## src/rtl/bcd_conv_sched.sv

```systemverilog
// Shared iterative binary-to-BCD converter (shift-add-3, one bit per clock) with a
// round-robin req/ack front end. Define BCD_SAT_EN to clamp overflowing results to all nines.
module bcd_conv_sched #(
    parameter int BIN_W  = 28,
    parameter int DIGITS = 8,
    parameter int NREQ   = 2
) (
    input  logic                   Clk,
    input  logic                   Rst,
    input  logic [NREQ-1:0]        req,
    input  logic [NREQ*BIN_W-1:0]  bin_in,
    output logic [NREQ-1:0]        ack,
    output logic                   busy,
    output logic [4*DIGITS-1:0]    bcd_out,
    output logic                   bcd_valid,
    output logic [1:0]             bcd_id,
    output logic                   overflow
);

    localparam int BW = 4 * DIGITS;
    localparam int CW = $clog2(BIN_W + 1);

    // 10^n, saturating once it is beyond any legal operand range
    function automatic logic [63:0] pow10_sat(input int n);
        logic [63:0] v;
        v = 64'd1;
        for (int k = 0; k < n; k++) begin
            v = (v > 64'h1_0000_0000) ? v : v * 64'd10;
        end
        return v;
    endfunction

    localparam logic [63:0]    P10         = pow10_sat(DIGITS);
    localparam logic [63:0]    BIN_MAX     = (64'd1 << BIN_W) - 64'd1;
    localparam bit             OV_POSSIBLE = (P10 <= BIN_MAX);
    localparam logic [BIN_W:0] LIMIT       = P10[BIN_W:0];

    typedef enum logic [1:0] {IDLE, SHIFT, DONE} state_t;

    state_t            state_reg, state_next;
    logic [1:0]        ptr_reg, ptr_next;
    logic [1:0]        id_cur_reg, id_cur_next;
    logic [BW-1:0]     acc_reg, acc_next;
    logic [BIN_W-1:0]  opr_reg, opr_next;
    logic [CW-1:0]     cnt_reg, cnt_next;
    logic              ov_flag_reg, ov_flag_next;
    logic [NREQ-1:0]   ack_reg, ack_next;
    logic              busy_reg, busy_next;
    logic [BW-1:0]     bcd_reg, bcd_next;
    logic              valid_reg, valid_next;
    logic [1:0]        id_out_reg, id_out_next;
    logic              ovf_out_reg, ovf_out_next;

    logic [3:0]        req_pad;
    logic [BIN_W-1:0]  bin_arr [4];
    logic [BW-1:0]     acc_adj;
    logic [BW-1:0]     acc_shift;
    logic [BW-1:0]     result;
    logic [1:0]        cand;
    logic [1:0]        gidx;
    logic              found;
    logic [NREQ-1:0]   grant_oh;
    logic              ov_cand;

    // Pad requesters to four slots so the arbiter can index without range issues
    genvar gi;
    generate
        for (gi = 0; gi < 4; gi++) begin : g_slot
            if (gi < NREQ) begin : g_used
                assign req_pad[gi] = req[gi];
                assign bin_arr[gi] = bin_in[gi*BIN_W +: BIN_W];
            end else begin : g_unused
                assign req_pad[gi] = 1'b0;
                assign bin_arr[gi] = '0;
            end
        end
        for (gi = 0; gi < DIGITS; gi++) begin : g_digit
            assign acc_adj[4*gi +: 4] = (acc_reg[4*gi +: 4] >= 4'd5) ?
                                        acc_reg[4*gi +: 4] + 4'd3 : acc_reg[4*gi +: 4];
        end
    endgenerate

    // Carry out of the top digit falls off: result is operand mod 10^DIGITS
    assign acc_shift = (acc_adj << 1) | BW'(opr_reg[BIN_W-1]);

`ifdef BCD_SAT_EN
    assign result = ov_flag_reg ? {DIGITS{4'h9}} : acc_shift;
`else
    assign result = acc_shift;
`endif

    always_comb begin
        found = 1'b0;
        gidx  = 2'd0;
        cand  = 2'd0;
        for (int k = 0; k < NREQ; k++) begin
            cand = 2'((int'(ptr_reg) + k) % NREQ);
            if (!found && req_pad[cand]) begin
                found = 1'b1;
                gidx  = cand;
            end
        end
        grant_oh = NREQ'(1) << gidx;
        ov_cand  = OV_POSSIBLE && ({1'b0, bin_arr[gidx]} >= LIMIT);
    end

    always_comb begin
        state_next   = state_reg;
        ptr_next     = ptr_reg;
        id_cur_next  = id_cur_reg;
        acc_next     = acc_reg;
        opr_next     = opr_reg;
        cnt_next     = cnt_reg;
        ov_flag_next = ov_flag_reg;
        ack_next     = '0;
        busy_next    = busy_reg;
        bcd_next     = bcd_reg;
        valid_next   = 1'b0;
        id_out_next  = id_out_reg;
        ovf_out_next = ovf_out_reg;
        case (state_reg)
            IDLE: begin
                if (found) begin
                    ack_next     = grant_oh;
                    opr_next     = bin_arr[gidx];
                    acc_next     = '0;
                    cnt_next     = CW'(BIN_W);
                    busy_next    = 1'b1;
                    ov_flag_next = ov_cand;
                    id_cur_next  = gidx;
                    ptr_next     = 2'((int'(gidx) + 1) % NREQ);
                    state_next   = SHIFT;
                end
            end
            SHIFT: begin
                acc_next = acc_shift;
                opr_next = opr_reg << 1;
                cnt_next = cnt_reg - CW'(1);
                // Result registers load on the final shift so the strobe is visible in DONE
                if (cnt_reg == CW'(1)) begin
                    busy_next    = 1'b0;
                    valid_next   = 1'b1;
                    bcd_next     = result;
                    id_out_next  = id_cur_reg;
                    ovf_out_next = ov_flag_reg;
                    state_next   = DONE;
                end
            end
            DONE: begin
                state_next = IDLE;
            end
            default: begin
                state_next = IDLE;
            end
        endcase
    end

    always_ff @(posedge Clk) begin
        if (Rst) begin
            state_reg   <= IDLE;
            ptr_reg     <= 2'd0;
            id_cur_reg  <= 2'd0;
            acc_reg     <= '0;
            opr_reg     <= '0;
            cnt_reg     <= '0;
            ov_flag_reg <= 1'b0;
            ack_reg     <= '0;
            busy_reg    <= 1'b0;
            bcd_reg     <= '0;
            valid_reg   <= 1'b0;
            id_out_reg  <= 2'd0;
            ovf_out_reg <= 1'b0;
        end else begin
            state_reg   <= state_next;
            ptr_reg     <= ptr_next;
            id_cur_reg  <= id_cur_next;
            acc_reg     <= acc_next;
            opr_reg     <= opr_next;
            cnt_reg     <= cnt_next;
            ov_flag_reg <= ov_flag_next;
            ack_reg     <= ack_next;
            busy_reg    <= busy_next;
            bcd_reg     <= bcd_next;
            valid_reg   <= valid_next;
            id_out_reg  <= id_out_next;
            ovf_out_reg <= ovf_out_next;
        end
    end

    assign ack       = ack_reg;
    assign busy      = busy_reg;
    assign bcd_out   = bcd_reg;
    assign bcd_valid = valid_reg;
    assign bcd_id    = id_out_reg;
    assign overflow  = ovf_out_reg;

endmodule

```

## config.mk

```make
export PLATFORM = sky130hd
export DESIGN_NAME = bcd_conv_sched
export DESIGN_NICKNAME = d
export VERILOG_FILES = /design/src/rtl/bcd_conv_sched.sv
export SDC_FILE = /design/constraint.sdc
export NUM_CORES = 1
export LEC_CHECK = 0
export BUFFER_PORTS_ARGS = -buffer_cell sky130_fd_sc_hd__buf_2
export CORE_MARGIN = 2
export CORE_UTILIZATION = 25
export DETAILED_ROUTE_END_ITERATION = 7
export GPL_TIMING_DRIVEN = 0
export HOLD_SLACK_MARGIN = 0.02
export PLACE_DENSITY_LB_ADDON = 0.15
export SETUP_SLACK_MARGIN = 0.15
export SLEW_MARGIN = 20
export SYNTH_ARGS = -nofsm -noshare
export SYNTH_HDL_FRONTEND = slang
export SYNTH_SLANG_ARGS = --single-unit
```

## constraint.sdc

```tcl
create_clock -name Clk -period 1.91 [get_ports Clk]
set_input_delay 0.382 -clock Clk [delete_from_list [all_inputs] [get_ports Clk]]
set_output_delay 0.382 -clock Clk [all_outputs]
set_load 0.01 [all_outputs]
```

== Word level (Yosys, flattened, before mapping) ==
Index checks and enable logic that the tools add are counted.
Storage, ports and cells
  register bits after elaboration: 110
  bits in latches: 0
  bits in writable memories: 0
  memory bits (read-only): 0
  bits of input ports: 60
  output and inout bits: 39
  word-level logic and storage cells: 90
  memories kept: 0
Operators by class
  add/subtract/negate cells: 11
  $mul: 0
  divide/modulo/power cells: 0
  magnitude comparators: 12
  equality and inequality tests: 4
  shifts and indexed selects: 1
  multiplexer cells: 32
  bitwise operators: 6
  reduce and logical (&&, ||, !) cells: 11
Operator list (number)
  $mux 28: 3
  $pmux 32 s2: 1
  $bmux 28 s2: 1
  $pmux 28 s2: 1
  $ge 4x3->1 const B: 8
  $mux 32: 1
  $or 32x1->32: 1
  $add 4x2->4 const B: 7
  $ge 28x27->1 const B: 1
  $mux 4: 7
  $pmux 5 s2: 1
  $mux 1: 9
  $reduce_and 2->1: 4
  $mux 2: 3
  $eq 5x1->1 const B: 1
  $mux 5: 1
  $sub 5x1->5 const B: 1
  $ne 2x2->1 const B: 2
  $pmux 2 s2: 1
  $add 3x2->3 const B: 1
  $ge 3x3->1 const B: 1
  $lt 1x3->1 const B: 1
  $lt 2x3->1 const B: 1
  $mux 3: 1
  15 further kinds: 18

== Logic depth before layout (Yosys ltp) ==
Gate-level depths: netlist of the first run.
  depth in word-level cells: 12
  mapped depth: 7
  depth with buffers taken out: 7

== Worst setup path before layout of the first run ==
OpenSTA, ideal clock, no wires.
  kind: register to register
  start point: reg acc_reg[25]
  end point: reg bcd_reg[26] (netlist: bcd_out[26])
  setup time: 0.070 ns
  data arrival time: 1.385 ns
  required time: 1.840 ns
  setup slack: 0.455 ns
  cell stages (with the launch flop): 8
  path buffers: 0
  period minus slack after synthesis: 1.455 ns
  cells stage by stage: dfxtp_1 > inv_1 > ha_1 > nand2b_1 > a21oi_1 > mux2i_1 > nand2_1 > a21oi_1
Between the ends
  cells in the longest elaborated chain, start to end: 3
  elaborated cells on any way between the ends: 4
  those cells by class: add/sub: 1; order compare: 1; mux: 1; bitwise: 1
Ends and longest elaborated chain
  start: declaration: RTL line 43  | logic [BW-1:0] acc_reg, acc_next;
  start signal: assignment: RTL line 177  | acc_reg <= acc_next;
  $add 4x2->4 / $ge 4x3->1 (equally long branches): RTL line 79, 78
  $mux 4 (*): RTL line 78  | assign acc_adj[4*gi +: 4] = (acc_reg[4*gi +: 4] >= 4'd5) ?
  $or 32x1->32 (*): RTL line 84  | assign acc_shift = (acc_adj << 1) | BW'(opr_reg[BIN_W-1]);
  end signal: assignment: RTL line 183  | bcd_reg <= bcd_next;
  end: declaration: RTL line 49  | logic [BW-1:0] bcd_reg, bcd_next;
Every way passes the cells marked *; elsewhere a longest branch is shown, timed or not.
A chain may end at the register's enable or synchronous reset.

== Worst setup path after layout of the first run ==
  start point: reg cnt_reg[1]
  end point: reg bcd_reg[22] (netlist: bcd_out[22])
Between the ends
  cells in the longest elaborated chain, start to end: 2
Ends and longest elaborated chain
  start: declaration: RTL line 45  | logic [CW-1:0] cnt_reg, cnt_next;
  start signal: assignment: RTL line 179  | cnt_reg <= cnt_next;
  $eq 5x1->1: RTL line 140  | if (cnt_reg == CW'(1)) begin
  $reduce_and 2->1 (no source line)
Every way passes these cells.

==> flow_metrics.py, run 1 <==
metrics = {
    "final_layout": {
        "syn_to_final_growth_pct": 23.41,
        "fin_area_mm2": 0.006496,
        "layout_commonest_cell": "nand2_1",
        "final_cell_mix": "nand2_1 (114), dfxtp_1 (106), buf_2 (105)",
        "nFillCells": 2313,
        "fin_util": 0.3120,
        "instances_no_fill": 1047,
        "final_nets": 845,
        "drive_gt1_frac": 0.2293,
        "diodes": 0,
    },
    "critical_path": {
        "crit_buf_inv": 2,
        "cp_slowest_stage_delay_ns": 0.44,
        "critPathSlowestCell": "buf_1",
        "worstPathCellList": "inv_1, ha_1, nand3b_1, or2_2, buf_1, nand2_1, a21oi_1",
        "crit_path_max_fanout": 10,
        "crit_family": "buffers and inverters",
        "start_kind": "flip-flop",
        "crit_type": "reg2reg",
        "required_ns": 2.19,
        "worstPathArrival_ns": 1.92,
        "cp-end-kind": "flip-flop",
    },
    "floorplanning": {
        "dieArea_mm2": 0.02223,
        "coreArea_mm2": 0.02082,
        "initial_core_util": 0.2528,
        "dieWidth_um": 149.1,
        "num_io_pins": 99,
        "die_h_um": 149.1,
        "rows": 53,
    },
    "detailed_routing": {
        "vias": 4931,
        "wire_per_inst_um": 15.66,
        "antenna_left": 0,
        "wl_mm": 16.40,
        "drt_iter0_markers": 203,
        "vias_per_cell": 4.710,
        "drtPass1Iterations": 4,
        "drc_errors": 0,
    },
    "clocking": {
        "h-tree-depth": 3,
        "cts_resized": 9,
        "cts_tree": "done",
        "hold_buffers": 0,
        "cts_setup_buffers": 0,
        "cts_root_buf": "clkbuf_16",
        "cts_buffers": 9,
        "cts.sinks": 108,
        "clkTransAtPathRegs_ns": 0.07,
        "clkLatencyLatePin_ns": 0.35,
        "ctsLongestPathBuffers": 2,
    },
    "placed_design": {
        "dpl.hpwl_mm": 11.79,
        "port_buffers": 96,
        "placedCellCount": 1031,
        "place_area_mm2": 0.006088,
        "place_congestion": 0.7658,
    },
    "global_routing": {
        "grt_max_degree": 17,
        "track_usage": 0.1497,
        "grt_pass1_vias": 4785,
        "grt_overflow": 0,
        "antenna_found_initial": 0,
        "grt_pass1_wl_mm": 25.76,
    },
    "logic_synthesis": {
        "yosysSeqAreaShare": 0.4107,
        "syn-cell-area_mm2": 0.005264,
        "synth_edf_count": 0,
        "syn_nets": 738,
        "ys_ff_latch": 108,
        "synthArstFlopShare": 0,
        "synth_area_per_cell_um2": 7.975,
        "syn_inst": 660,
        "ys.flop_type": "dfxtp_1",
        "yosysWarnings": 0,
        "yosysUniqueCellTypes": 43,
    },
    "outcome": {
        "outcome": "finished, final reports clean",
    },
    "timing": {
        "rsz0062_at_grt": "yes",
        "fin_setup_tns_ns": 0,
        "hold_slack_ns": 0.3614,
        "slew_headroom": 0.4745,
        "finalSetupViolCount": 0,
        "max_freq_mhz": 606.9,
        "tightest_slew_ns": 0.7883,
        "post-route-period-util": 0.8627,
        "hold_viol": 0,
        "fin_crit_ns": 1.648,
        "skew_ns": 0.007956,
        "finalMaxSlewViolations": 0,
    },
    "power_and_ir_drop": {
        "p_leak_nw": 2.448,
        "ir_drop_mv": 0.3365,
        "power.density_mw_per_mm2": 781.8,
    },
    "worst_hold_path": {
        "hold_path.class": "in2reg",
    },
    "flow_run": {
        "maxCapViolCount": 0,
    },
}
logic make-up (layout without fill, tap and decap cells):
| group | Yosys count | after routing | synth area share |
|---|---|---|---|
| simple gates | 256 | 256 | 0.2211 |
| mux | 23 | 23 | 0.04706 |
| buf+inv | 68 | 180 | 0.05752 |
| fa+ha+maj | 18 | 18 | 0.04279 |
| other cells | 1 | 1 | 0.0007124 |
| flops | 108 | 108 | 0.4107 |
| compound gates | 177 | 177 | 0.2051 |
| xor+xnor | 9 | 9 | 0.01498 |
metrics by stage:
stage	power [mW]	setup WS, ns
floorplan	2.893	0.4548
global placement	3.181	-0.3066
detailed placement	3.176	-0.3176
CTS	5.151	0.1155
global route	5.337	0.06195
finish	5.079	0.2622
cell type report:
cell class                      count  area [um2]  area share
Tap cell                          275       344.1     0.05297
Sequential cell                   108        2165      0.3332
Buffer                             48       249.0     0.03833
Clock inverter                      4       47.55    0.007319
Multi-Input combinational cell    484        2879      0.4432
Timing Repair Buffer               96       480.5     0.07396
Clock buffer                       12       256.5     0.03948
Inverter                           20       75.07     0.01156
power by group:
group | internal, mW | total, mW | leakage (nW) | switching, mW
logic | 0.277 | 0.727 | 1.42 | 0.450
registers | 2.35 | 2.40 | 0.879 | 0.0581
clock network | 1.09 | 1.95 | 0.149 | 0.860
Yosys cell counts, types with 8 or more instances:
library cell,count,area (um2)
nand2_1,114,427.9
dfxtp_1,108,2162
a21oi_1,97,485.5
nor2_1,47,176.4
nand3_1,34,170.2
clkbuf_1,30,112.6
nor3_1,20,100.1
o21ai_0,20,100.1
inv_1,19,71.32
ha_1,18,225.2
a22oi_1,16,120.1
a211oi_1,15,112.6
mux2_2,14,157.7
a311o_1,13,130.1
nor3b_1,13,97.59
buf_2,11,55.05
mux2i_1,9,90.09
nand2b_1,9,56.30
xnor2_1,8,70.07
metal layers:
metal  vias up  global-route usage  wire [um]
li1       2525                   -          -
met1      2280              0.1993       7929
met2       112              0.2518       7527
met3        14             0.02599        757
met4         0             0.03714        185
met5         -                   0          0
worst register-to-register path, stage by stage (launching register included):
cell and delay (ns):
dfxtp_1 0.36, inv_1 0.07, ha_1 0.17, nand3b_1 0.12, or2_2 0.15, buf_1 0.44
nand2_1 0.11, a21oi_1 0.16
final timing paths:
kind / start / slack [ns] / to / depth (start not counted)
setup / recovery: cnt_reg[1] / 0.26 / bcd_out[22] / 7
hold reg to reg: bcd_out[29] / 0.45 / bcd_out[29] / 2
hold / removal: req[1] / 0.36 / ptr_reg[0] / 2
setup reg to reg: cnt_reg[1] / 0.26 / bcd_out[22] / 7
(Power assumes the default switching activity.)
==> inputs of run 2 (changes only) <==
- CELL_PAD_IN_SITES_DETAIL_PLACEMENT: default -> 0
- CELL_PAD_IN_SITES_GLOBAL_PLACEMENT: default -> 1
- CORE_UTILIZATION: 25 -> 30
- TNS_END_PERCENT: default -> 5
==> run 2 against run 1 <==
Net effect:
- die area down 16%
- sequential power is essentially flat
- via count increased by 2.3%
- flip-flop and latch count did not move
- count of clock-buffer cells in the layout is 1 lower
- combinational power shrank 0.8%
- critical path type unchanged
- critical endpoint is now opr_reg[24]
- largest power group unchanged
==> flow_metrics.py, run 2 (synthesis gave the netlist of run 1 again) <==
metrics = {
    "critical_path": {
        "worstPathArrival_ns": 1.94,
        "start_kind": "flip-flop",
        "worstPathCellList": "nor2_2, o21a_1, buf_4, clkbuf_1, a311o_1, a21oi_1",
        "cp_slowest_stage_delay_ns": 0.40,
        "reg2regPathDepth": 6,
        "crit_type": "reg2reg",
        "reg2reg_slack_ns": 0.20,
        "cp-end-kind": "flip-flop",
        "required_ns": 2.14,
        "crit_path_max_fanout": 10,
        "critPathSlowestCell": "clkbuf_1",
    },
    "detailed_routing": {
        "antenna_left": 0,
        "wl_mm": 16.53,
        "drc_errors": 0,
        "vias_per_cell": 5.057,
        "vias": 5042,
        "drtPass1Iterations": 5,
        "drt_iter0_markers": 345,
        "wire_per_inst_um": 16.58,
    },
    "clocking": {
        "clkTransAtPathRegs_ns": 0.07,
        "cts_root_buf": "clkbuf_16",
        "ctsLongestPathBuffers": 2,
        "cts.sinks": 108,
        "cts_buffers": 9,
        "h-tree-depth": 3,
        "clkLatencyLatePin_ns": 0.36,
        "cts_tree": "done",
        "hold_buffers": 0,
        "cts_setup_buffers": 0,
    },
    "final_layout": {
        "nFillCells": 1865,
        "fin_util": 0.3715,
        "final_cell_mix": "nand2_1 (114), buf_2 (108), dfxtp_1 (108)",
        "drive_gt1_frac": 0.2098,
        "syn_to_final_growth_pct": 21.65,
        "multi_input_area_mm2": 0.002838,
        "final-seq-area_mm2": 0.002162,
        "layout_commonest_cell": "nand2_1",
        "final_nets": 845,
        "diodes": 0,
    },
    "floorplanning": {
        "coreArea_mm2": 0.01724,
        "initial_core_util": 0.3054,
        "die_h_um": 136.5,
        "num_io_pins": 99,
        "rows": 48,
        "dieWidth_um": 136.5,
        "dieArea_mm2": 0.01862,
    },
    "timing": {
        "fin_crit_ns": 1.709,
        "rsz0062_at_grt": "yes",
        "max_freq_mhz": 585.2,
        "setup_ws_ns": 0.2012,
        "fin_setup_tns_ns": 0,
        "skew_ns": 0.007367,
        "hold_slack_ns": 0.3569,
        "post-route-period-util": 0.8947,
        "slew_headroom": 0.4860,
        "tightest_slew_ns": 0.7710,
        "hold_viol": 0,
        "finalSetupViolCount": 0,
        "finalMaxSlewViolations": 0,
    },
    "global_routing": {
        "grt_overflow": 0,
        "grt_pass1_wl_mm": 26.22,
        "grt_pass1_vias": 5000,
        "grt_max_degree": 18,
        "track_usage": 0.1849,
        "antenna_found_initial": 0,
    },
    "power_and_ir_drop": {
        "finalPower_mw": 5.207,
        "power.density_mw_per_mm2": 813.1,
        "p_leak_nw": 2.443,
        "ir_drop_mv": 0.5292,
    },
    "worst_hold_path": {
        "worstHoldPathCells": 2,
        "hold_path.class": "in2reg",
    },
    "flow_run": {
        "maxCapViolCount": 0,
    },
    "placed_design": {
        "dpl.hpwl_mm": 12.06,
        "place_ws_ns": -0.1851,
        "place_congestion": 0.8000,
        "port_buffers": 96,
    },
    "outcome": {
        "outcome": "finished, final reports clean",
    },
}
## run 2: cell count changes in the layout (fill, tap and decap cells not counted), moves of 2 or more
cell      previous run  this run
clkbuf_1            18        24
clkbuf_2            10         5
a211oi_1             8        11
buf_2              105       108
a211oi_2             6         4
a21oi_1             93        95
a21oi_2              4         2
buf_1                2         0
clkinv_2             2         0
clkinv_4             0         2
dfxtp_1            106       108
dfxtp_2              2         0
ha_1                15        17
ha_2                 3         1
## run 2: layout make-up
cell class / count / area share
multi-input cells: 484 / 0.4431
flip-flops and latches: 108 / 0.3376
repair buffers: 96 / 0.07503
well taps: 225 / 0.04396
clock buffers: 11 / 0.03791
plain buffers: 48 / 0.03732
clock inverters: 5 / 0.01329
inverters: 20 / 0.01172
## run 2: where the power goes
group          internal (mW)  switching [mW]
clock network           1.19           0.891
registers               2.35          0.0579
logic                  0.272           0.449
## run 2: path summary, 6_finish.rpt
kind / endpoint / startpoint
worst max-delay path: opr_reg[24] / state_reg[0]
worst min register to register: bcd_out[14] / bcd_out[14]
worst max register to register: opr_reg[24] / state_reg[0]
worst min-delay path: ptr_reg[0] / req[1]
## run 2: per-stage QoR
| step | cells | instance area (um2) |
|---|---|---|
| final | 997 | 6404 |
| after global routing | 997 | 6404 |
| after CTS | 997 | 6365 |
| after detailed placement | 981 | 6026 |
| after global placement | 981 | 6026 |
| after floorplan | 660 | 5264 |
## run 2: what timing repair did
action                                  in CTS  in global routing
hold endpoints to repair                     0                  0
endpoints found under the setup margin      53                 77
resized for setup                            3                 21
## run 2: critical path, delay by kind of cell, from the launching register on
family                 cells  cell delay (ns)
flip-flops                 1             0.36
AND/OR/NAND/NOR            1             0.19
buffers and inverters      2             0.57
AO/OA/AOI/OAI              3             0.46
## run 2: per-layer routing
layer	GRT usage	part of all wire	vias to the layer above
met3	0.04139	0.038	10
met4	0.03993	0.012	0
met2	0.3139	0.47	108
li1	-	-	2532
met1	0.2392	0.48	2392
met5	0	0	-
